**src/rtl/xc_malu_long_seq.sv**
```systemverilog
`default_nettype none
//------------------------------------------------------------------------------
// Module   : xc_malu_long_seq
// Purpose  : Sequencer for the multi-cycle "long" arithmetic ops of the MALU
//            (madd, msub, macc, mmul). Owns the accumulator/carry registers
//            and issues one datapath micro-op strobe per micro-op cycle.
// Ports    :
//   g_clk, g_resetn            clock, asynchronous active-low reset
//   valid, flush               request (held until ready) and abort
//   op_madd/msub/macc/mmul     operation select, sampled on accept
//   mul_done, mul_product      multiplier handshake (mmul only)
//   n_accumulator, n_carry     next accumulator/carry from the datapath
//   uop_*                      micro-op strobes to the datapath
//   accumulator, carry         registered state driven to the datapath
//   ready, result              one-cycle completion pulse and result
// Revision : 1.0 - initial release
//------------------------------------------------------------------------------
module xc_malu_long_seq (
  input  logic        g_clk,
  input  logic        g_resetn,
  input  logic        valid,
  input  logic        flush,
  input  logic        op_madd,
  input  logic        op_msub,
  input  logic        op_macc,
  input  logic        op_mmul,
  input  logic        mul_done,
  input  logic [63:0] mul_product,
  input  logic [63:0] n_accumulator,
  input  logic        n_carry,
  output logic        uop_madd,
  output logic        uop_msub_1,
  output logic        uop_msub_2,
  output logic        uop_macc_1,
  output logic        uop_macc_2,
  output logic        uop_mmul_1,
  output logic        uop_mmul_2,
  output logic [63:0] accumulator,
  output logic        carry,
  output logic        ready,
  output logic [63:0] result
);

  typedef enum logic [2:0] {
    S_IDLE = 3'd0,
    S_WAIT = 3'd1,
    S_U1   = 3'd2,
    S_U2   = 3'd3,
    S_DONE = 3'd4
  } state_t;

  typedef enum logic [1:0] {
    OP_MADD = 2'd0,
    OP_MSUB = 2'd1,
    OP_MACC = 2'd2,
    OP_MMUL = 2'd3
  } op_t;

  state_t      state_q, state_d;
  op_t         op_q, op_d;
  logic [63:0] acc_q, acc_d;
  logic        carry_q, carry_d;

  logic        any_op;
  assign any_op = op_madd | op_msub | op_macc | op_mmul;

  always_ff @(posedge g_clk or negedge g_resetn) begin
    if (!g_resetn) begin
      state_q <= S_IDLE;
      op_q    <= OP_MADD;
      acc_q   <= 64'd0;
      carry_q <= 1'b0;
    end else begin
      state_q <= state_d;
      op_q    <= op_d;
      acc_q   <= acc_d;
      carry_q <= carry_d;
    end
  end

  // Next-state and register updates
  always_comb begin
    state_d = state_q;
    op_d    = op_q;
    acc_d   = acc_q;
    carry_d = carry_q;
    case (state_q)
      S_IDLE: begin
        // A request with no op bit set is not a legal request; ignore it.
        if (valid && any_op) begin
          if (op_madd)      op_d = OP_MADD;
          else if (op_msub) op_d = OP_MSUB;
          else if (op_macc) op_d = OP_MACC;
          else              op_d = OP_MMUL;
          acc_d   = 64'd0;
          carry_d = 1'b0;
          state_d = (!op_madd && !op_msub && !op_macc) ? S_WAIT : S_U1;
        end
      end
      S_WAIT: begin
        if (mul_done) begin
          acc_d   = mul_product;
          carry_d = 1'b0;
          state_d = S_U1;
        end
      end
      S_U1: begin
        acc_d   = n_accumulator;
        carry_d = n_carry;
        state_d = (op_q == OP_MADD) ? S_DONE : S_U2;
      end
      S_U2: begin
        acc_d   = n_accumulator;
        carry_d = n_carry;
        state_d = S_DONE;
      end
      S_DONE: begin
        // No accept here: the requester may still be holding valid from
        // the op that is completing in this cycle.
        state_d = S_IDLE;
      end
      default: begin
        state_d = S_IDLE;
      end
    endcase
    // Flush overrides everything, including an accept in IDLE.
    if (flush) begin
      state_d = S_IDLE;
      acc_d   = 64'd0;
      carry_d = 1'b0;
    end
  end

  // Micro-op strobes decoded from the registered state and op
  always_comb begin
    uop_madd   = 1'b0;
    uop_msub_1 = 1'b0;
    uop_msub_2 = 1'b0;
    uop_macc_1 = 1'b0;
    uop_macc_2 = 1'b0;
    uop_mmul_1 = 1'b0;
    uop_mmul_2 = 1'b0;
    if (state_q == S_U1) begin
      case (op_q)
        OP_MADD: uop_madd   = 1'b1;
        OP_MSUB: uop_msub_1 = 1'b1;
        OP_MACC: uop_macc_1 = 1'b1;
        default: uop_mmul_1 = 1'b1;
      endcase
    end else if (state_q == S_U2) begin
      case (op_q)
        OP_MSUB: uop_msub_2 = 1'b1;
        OP_MACC: uop_macc_2 = 1'b1;
        OP_MMUL: uop_mmul_2 = 1'b1;
        default: ;
      endcase
    end
  end

  // A flush landing in the DONE cycle cancels the completion.
  assign ready       = (state_q == S_DONE) && !flush;
  assign accumulator = acc_q;
  assign carry       = carry_q;
  assign result      = acc_q;

endmodule
`default_nettype wire

```
**config.mk**
```make
export PLATFORM = sky130hd
export DESIGN_NAME = xc_malu_long_seq
export DESIGN_NICKNAME = d
export VERILOG_FILES = /design/src/rtl/xc_malu_long_seq.sv
export SDC_FILE = /design/constraint.sdc
export NUM_CORES = 1
export LEC_CHECK = 0
export ABC_AREA = 0
export BUFFER_PORTS_ARGS = -buffer_cell sky130_fd_sc_hd__buf_4
export CORE_AREA = 2 2 108 110
export DETAILED_ROUTE_END_ITERATION = 8
export DIE_AREA = 0 0 110 112
export PLACE_DENSITY_LB_ADDON = 0.05
export RECOVER_POWER = 50
export SLEW_MARGIN = 25
export SYNTH_ARGS = -nofsm -noshare
export SYNTH_HDL_FRONTEND = slang
export SYNTH_SLANG_ARGS = --single-unit
```
**constraint.sdc**
```tcl
create_clock -name g_clk -period 3.3 [get_ports g_clk]
set_input_delay 0 -clock g_clk [delete_from_list [all_inputs] [get_ports g_clk]]
set_output_delay 0 -clock g_clk [all_outputs]
set_load 0.01 [all_outputs]
```
==> impl_results.md, run 1 <==
- Run status: finished, violations left
- Failing checks: max-capacitance violations, max-slew violations
- Sequential share of the synthesized area: a little under half
- WP data required: 3.54 ns
- Leak Pwr: 2.631 nW
- Post-route minimum period: 2.459 ns
- Design area: about 6400 µm²
- Initial core utilization: 33.73%
- CTS buffer count: 9
- Post-route setup slack: between 0.8 and 0.9 ns
- Share of cells above drive strength 1: 27.91%
- Die area: 12,320 µm²
- PD cells: 601.4 nW/µm²
- Initial antenna violation count: 0
- Post-Synth Adder-Cell Area: 0%
- GRT met1 Usage: 23.59%
- CTS Buffer Depth: 2
- HP Class: primary input to flip-flop
- RSZ-0062 raised after global routing: no
- Area after DPL: ~5400 µm²
- Ranking of synthesized cells by area: dfrtp_1, a22oi_1, buf_4, o2bb2ai_1, o2bb2ai_2
- DRT iter0 DRCs: 185
- Dominant cell type by area after synthesis: dfrtp_1
- Startpoint types: flip-flop
- GRT busiest layer: met2
- Crit path launch: state_q[0]
- Ys async rst share: 100.0%
- Post-Syn Area: 3769 µm²
- Routed length per instance: between 15 and 20 µm
- M3 GR Usage: roughly 4%
- Routability-driven placement congestion ratio: 0.7665
- Relative slew margins: -15.09%
- Core Footprint: 11,170 µm²
- First-pass GRT wire length: 19,780 µm
- Actual slew at the worst max-slew pin: 1.726 ns
- # DRC: 0
- Nets: just under 800
- Final setup vio count: 0
- Synth Area in Compound Gates: 31.34%
- Yosys synthesis warning count: 0
- Worst slack at placement: 1.404 ns
- Max Cap Viol: 1
- Number of global-route vias before repair: just under 4k
- Commonest cells after routing, fill and taps aside: buf_4, clkbuf_1, dlygate4sd3_1
- CTS tree: built
- Peak VDD IR: 0.2851 mV
- CP Class: flip-flop to flip-flop
- Post-synthesis cell type count: 31
- Syn_area_per_cell: around 11 µm²
- R2r endpoint: accumulator[36]
- PortBufs: about 270
- Sink Count: 70
- Flop2flop setup slack: between 0.8 and 0.9 ns
- Met2 GRT Util: 38.04%
- H-Tree Depth: 3
- Fmax: 406.6 MHz
- Commonest non-fill, non-tap cell in the layout: buf_4
- DRT Pass-1 Iters: 4
- Worst-Skew Late Latency: between 0.3 and 0.4 ns
- Cells on worst reg2reg path: 5
- Setup Skew: 0.007180 ns
- Yosys top cell area share: a little under half
- CP arrival: 2.70 ns
- Die H: 112 µm
- EDFF count, synth: 0
- #FFs+latches synth: 70
- Antenna Violating Nets Remaining: 0
- Diode count: 0
- Total GRT Usage: about a fifth
- Setup total negative slack: 0 ns
- Synth Net Count: approximately 470
- Mux contribution to synthesized area: 0.5976%
- Fin. max-slew vios: between 70 and 80
- Main combinational cell family by area after synthesis: compound AO/OA/AOI/OAI gates
- Synth-to-Final Area Change: 69.82%
- Worst-path clk slew: 0.05 ns
- Root Driver: clkbuf_16
- Post-synthesis xor/xnor area fraction: 0%
- Vias: around 4.0k
- Routed WL: 12,880 µm
- Final Cycle Share: 74.53%
- Util after Layout: 57.27%
- Final Hold Viols: 0
- Dpl hpwl: 8276 µm
- Worst-path maximum fanout: 65
- Cells after synthesis: 335
- Grt ovf: 0
- Simple-gate share of the synthesized area: between 4 and 5%
- Top FF cell, synth: dfrtp_1
- CP Capture Point: accumulator[36]
- Via density: 4.986
- Worst Setup End Kind: flip-flop
- Die X: about 110 µm
- Reg2reg start: state_q[0]
- Ports: between 200 and 300
- FP Rows: 39
- Pin count of the biggest net entering global routing: 71
## registers in the layout, summed over array words and instances (netlist names)
register / count
accumulator: 64
op_q: 2
carry: 1
state_q: 3
## power breakdown
group          switching, mW  leakage [nW]  internal, mW
Clock                  0.337         0.143         0.580
Sequential             0.198         0.960          1.03
Combinational          0.876          1.53         0.827
Total                   1.41          2.63          2.44
## how the worst min path moves through the flow
| stage | slack, ns | endpoint | start | cells past startpoint |
|---|---|---|---|---|
| 2_1_floorplan | -0.30 | accumulator[0] | g_resetn | 0 |
| 3_3_place_gp | 0.18 | accumulator[56] | g_resetn | 1 |
| 3_5_place_dp | 0.19 | accumulator[56] | g_resetn | 1 |
| 4_1_cts | 0.0002 | accumulator[6] | n_accumulator[6] | 3 |
| 5_1_grt | 0.02 | accumulator[54] | mul_product[54] | 3 |
| 6_report | 0.004 | accumulator[6] | n_accumulator[6] | 3 |
## area by class of cell
| cell class | instances | area [µm²] |
|---|---|---|
| Clock buffer | 11 | 232.7 |
| Tap cell | 143 | 178.9 |
| Inverter | 2 | 7.507 |
| Fill cell | 1104 | 4775 |
| Multi-Input combinational cell | 168 | 1390 |
| Timing Repair Buffer | 396 | 2789 |
| Sequential cell | 70 | 1752 |
| Clock inverter | 5 | 50.05 |
## stage by stage
step,total power [mW],hold slack (ns),std cells
final,3.849,0.004189,795
after global routing,4.106,0.01952,795
after CTS,4.114,0.0001997,795
after detailed placement,2.840,0.1905,663
after global placement,2.842,0.1832,663
after floorplan,2.227,-0.2956,335
## timing repair
action                     CTS  global route
setup endpoints to repair    0             0
hold endpoints to repair   132             0
hold buffers               116             0
setup buffers                0             0
resized for setup            0             0
## synth_stat cells, types with 2 or more instances
master      n
nor4_1      2
nand2_1     3
nor3b_1     2
nor2_1      7
o2bb2ai_1  54
buf_6       5
buf_4      65
o2bb2ai_2  10
o21ai_0     2
buf_2       8
nor3_1      4
inv_1       2
nand2b_1    3
a22oi_1    65
nor4b_1     2
mux2_2      2
dfrtp_1    70
clkbuf_1   16
## cells by family (layout without fill, tap and decap cells)
kind of cell | after synthesis | count (layout)
compound gates | 138 | 138
buf+inv | 97 | 414
flops | 70 | 70
mux | 2 | 2
simple gates | 28 | 28
## critical path: stages (launching register included)
cell and delay, ns:
dfrtp_1 0.58, nor3b_2 0.23, buf_4 0.60, a22oi_1 0.15
dlygate4sd3_1 0.62, o2bb2ai_1 0.15
## per-layer routing
layer	up-vias	routed length (µm)
met2	174	6880
li1	1848	-
met1	1931	4934
met3	11	947
met4	0	116
met5	-	0
(Power assumes the default switching activity.)
==> run 2, diff against run 1 <==
--- a/config.mk
+++ b/config.mk
@@ -7,9 +7,10 @@
 export LEC_CHECK = 0
 export ABC_AREA = 0
 export BUFFER_PORTS_ARGS = -buffer_cell sky130_fd_sc_hd__buf_4
-export CORE_AREA = 2 2 108 110
+export CORE_ASPECT_RATIO = 0.8
+export CORE_MARGIN = 2
+export CORE_UTILIZATION = 37
 export DETAILED_ROUTE_END_ITERATION = 8
-export DIE_AREA = 0 0 110 112
 export PLACE_DENSITY_LB_ADDON = 0.05
 export RECOVER_POWER = 50
 export SLEW_MARGIN = 25
==> constraint.sdc (replaced) <==
create_clock -name g_clk -period 2.23 [get_ports g_clk]
set_input_delay 0 -clock g_clk [delete_from_list [all_inputs] [get_ports g_clk]]
set_output_delay 0 -clock g_clk [all_outputs]
set_load 0.01 [all_outputs]
==> impl_results.md, run 2 (synthesis results as in run 1) <==
- Peak VDD IR: 0.4324 mV (was 0.2851 mV)
- Routed length per instance: 17.36 µm (was 16.20 µm)
- PD cells: 905.0 nW/µm² (was 601.4 nW/µm²)
- GRT busiest layer: met2 (unchanged)
- Commonest non-fill, non-tap cell in the layout: buf_4 (unchanged)
- Relative slew margins: -17.43% (was -15.09%)
- CTS Buffer Depth: 2 (unchanged)
- HP Class: primary input to flip-flop (unchanged)
- Commonest cells after routing, fill and taps aside: buf_4, clkbuf_1, dlygate4sd3_1 (unchanged)
- Grt ovf: 0 (unchanged)
- Pin count of the biggest net entering global routing: 71 (unchanged)
- Root Driver: clkbuf_16 (unchanged)
- Final setup vio count: 0 (unchanged)
- Die X: 116.8 µm (was 110 µm)
- Vias: 3,898 (was 3,964)
- Met2 GRT Util: 41.47% (was 38.04%)
- Worst Setup End Kind: flip-flop (unchanged)
- Diode count: 0 (unchanged)
- Core Footprint: 9769 µm² (was 11,170 µm²)
- First-pass GRT wire length: 19,820 µm (was 19,780 µm)
- R2r endpoint: accumulator[39] (was accumulator[36])
- Actual slew at the worst max-slew pin: 1.761 ns (was 1.726 ns)
- Setup Skew: 0.006331 ns (was 0.007180 ns)
- Max Cap Viol: 1 (unchanged)
- Final Hold Viols: 0 (unchanged)
- Run status: finished, violations left (unchanged)
- Die H: 94.27 µm (was 112 µm)
- Flop2flop setup slack: 0.14 ns (was 0.84 ns)
- Post-CTS resize count: 0 (unchanged)
- RSZ-0062 raised after global routing: no (unchanged)
- Die area: 11,010 µm² (was 12,320 µm²)
- DRT Pass-1 Iters: 5 (was 4)
- M3 GR Usage: 5.935% (was 3.923%)
- Total GRT Usage: 23.29% (was 20.50%)
- CP Class: flip-flop to flip-flop (unchanged)
- WP data required: 2.47 ns (was 3.54 ns)
- Setup total negative slack: 0 ns (unchanged)
- Routability-driven placement congestion ratio: 0.8010 (was 0.7665)
- Cells on worst reg2reg path: 5 (unchanged)
- Worst-path clk slew: 0.06 ns (was 0.05 ns)
- Worst-Skew Late Latency: 0.32 ns (about the same)
- Ports: 275 (unchanged)
- Antenna Violating Nets Remaining: 0 (unchanged)
- Final Cycle Share: 93.76% (was 74.53%)
- H-Tree Depth: 3 (unchanged)
- Startpoint types: flip-flop (unchanged)
- Via density: 5.056 (was 4.986)
- Synth-to-Final Area Change: 66.24% (was 69.82%)
- Sink Count: 70 (unchanged)
- DRT iter0 DRCs: 205 (was 185)
- Number of global-route vias before repair: 3,803 (was 3,897)
- Initial antenna violation count: 0 (unchanged)
- CTS tree: built (unchanged)
- Max reg flops: 64 (unchanged)
- FP Rows: 32 (was 39)
- Share of cells above drive strength 1: 28.82% (was 27.91%)
- Worst hold start: mul_product[23] (was n_accumulator[6])
- Leak Pwr: 2.645 nW (was 2.631 nW)
- Fin. max-slew vios: 71 (unchanged)
- Initial core utilization: 38.58% (was 33.73%)
- Fmax: 478.3 MHz (was 406.6 MHz)
- Hold Path End: accumulator[23] (was accumulator[6])
- Hold depth: 3 (unchanged)
- Worst-path maximum fanout: 22 (was 65)
- Reg2reg start: state_q[0] (unchanged)
- PortBufs: 274 (unchanged)
- Dpl hpwl: 8539 µm (was 8276 µm)
- Post-route minimum period: 2.091 ns (was 2.459 ns)
- Failing checks: max-capacitance violations, max-slew violations (unchanged)
- Nets: 768 (was 785)
- CTS buffer count: 9 (unchanged)
- Routed WL: 13,380 µm (was 12,880 µm)
- Final hold slack: 0.001837 ns (was 0.004189 ns)
- CP arrival: 2.33 ns (was 2.70 ns)
- # DRC: 0 (unchanged)
- GRT met1 Usage: 27.85% (was 23.59%)
run 2: cell types whose count changed in the layout (fill, tap and decap cells not counted):
cell and change:
dlygate4sd3_1 -18, clkinv_2 -2, buf_12 +1, bufinv_16 +1, clkbuf_8 +1
run 2: what timing repair did:
action                                  CTS  global route
endpoints found under the setup margin    0             0
hold buffers                             98             0
setup buffers                             0             0
endpoints found under the hold margin   127             0
run 2: layout make-up:
cell class	count	area [µm²]
Clock buffer	12	246.5
Clock inverter	4	70.07
Fill cell	924	3505
Inverter	2	7.507
Multi-Input combinational cell	168	1390
Sequential cell	70	1752
Tap cell	136	170.2
Timing Repair Buffer	379	2629
run 2: power breakdown:
part	internal (mW)	switching, mW
logic	1.04	1.30
clock network	1.01	0.507
registers	1.53	0.289
run 2: through the flow:
stage	power (mW)	setup slack, ns	instance area [µm²]	utilization (%)	cells
2_1_floorplan	3.296	0.6014	3769	-	335
3_5_place_dp	4.256	0.4097	5454	55.83	657
3_3_place_gp	4.230	0.4677	5454	55.83	657
4_1_cts	6.062	0.1750	6751	69.11	771
5_1_grt	6.005	0.02249	6265	64.13	771
6_report	5.669	0.1391	6265	64.13	771
run 2: how the worst max path moves through the flow:
stage	start	to	cells after the start
floorplan	state_q[2]	accumulator[20]	6
global placement	state_q[0]	carry	4
detailed placement	state_q[0]	accumulator[58]	4
CTS	state_q[0]	accumulator[36]	5
global route	state_q[0]	accumulator[6]	5
finish	state_q[0]	accumulator[39]	5
run 2: layer usage:
layer | up-vias | routed length (µm)
li1 | 1816 | -
met1 | 1900 | 5442
met2 | 172 | 6885
met3 | 10 | 942
met4 | 0 | 112
met5 | - | 0
run 2: worst max-delay path, stage by stage (launching register included):
cell and delay (ns):
dfrtp_1 0.59, nor3b_2 0.28, buf_4 0.30, a22oi_1 0.10, dlygate4sd3_1 0.58, o2bb2ai_1 0.16
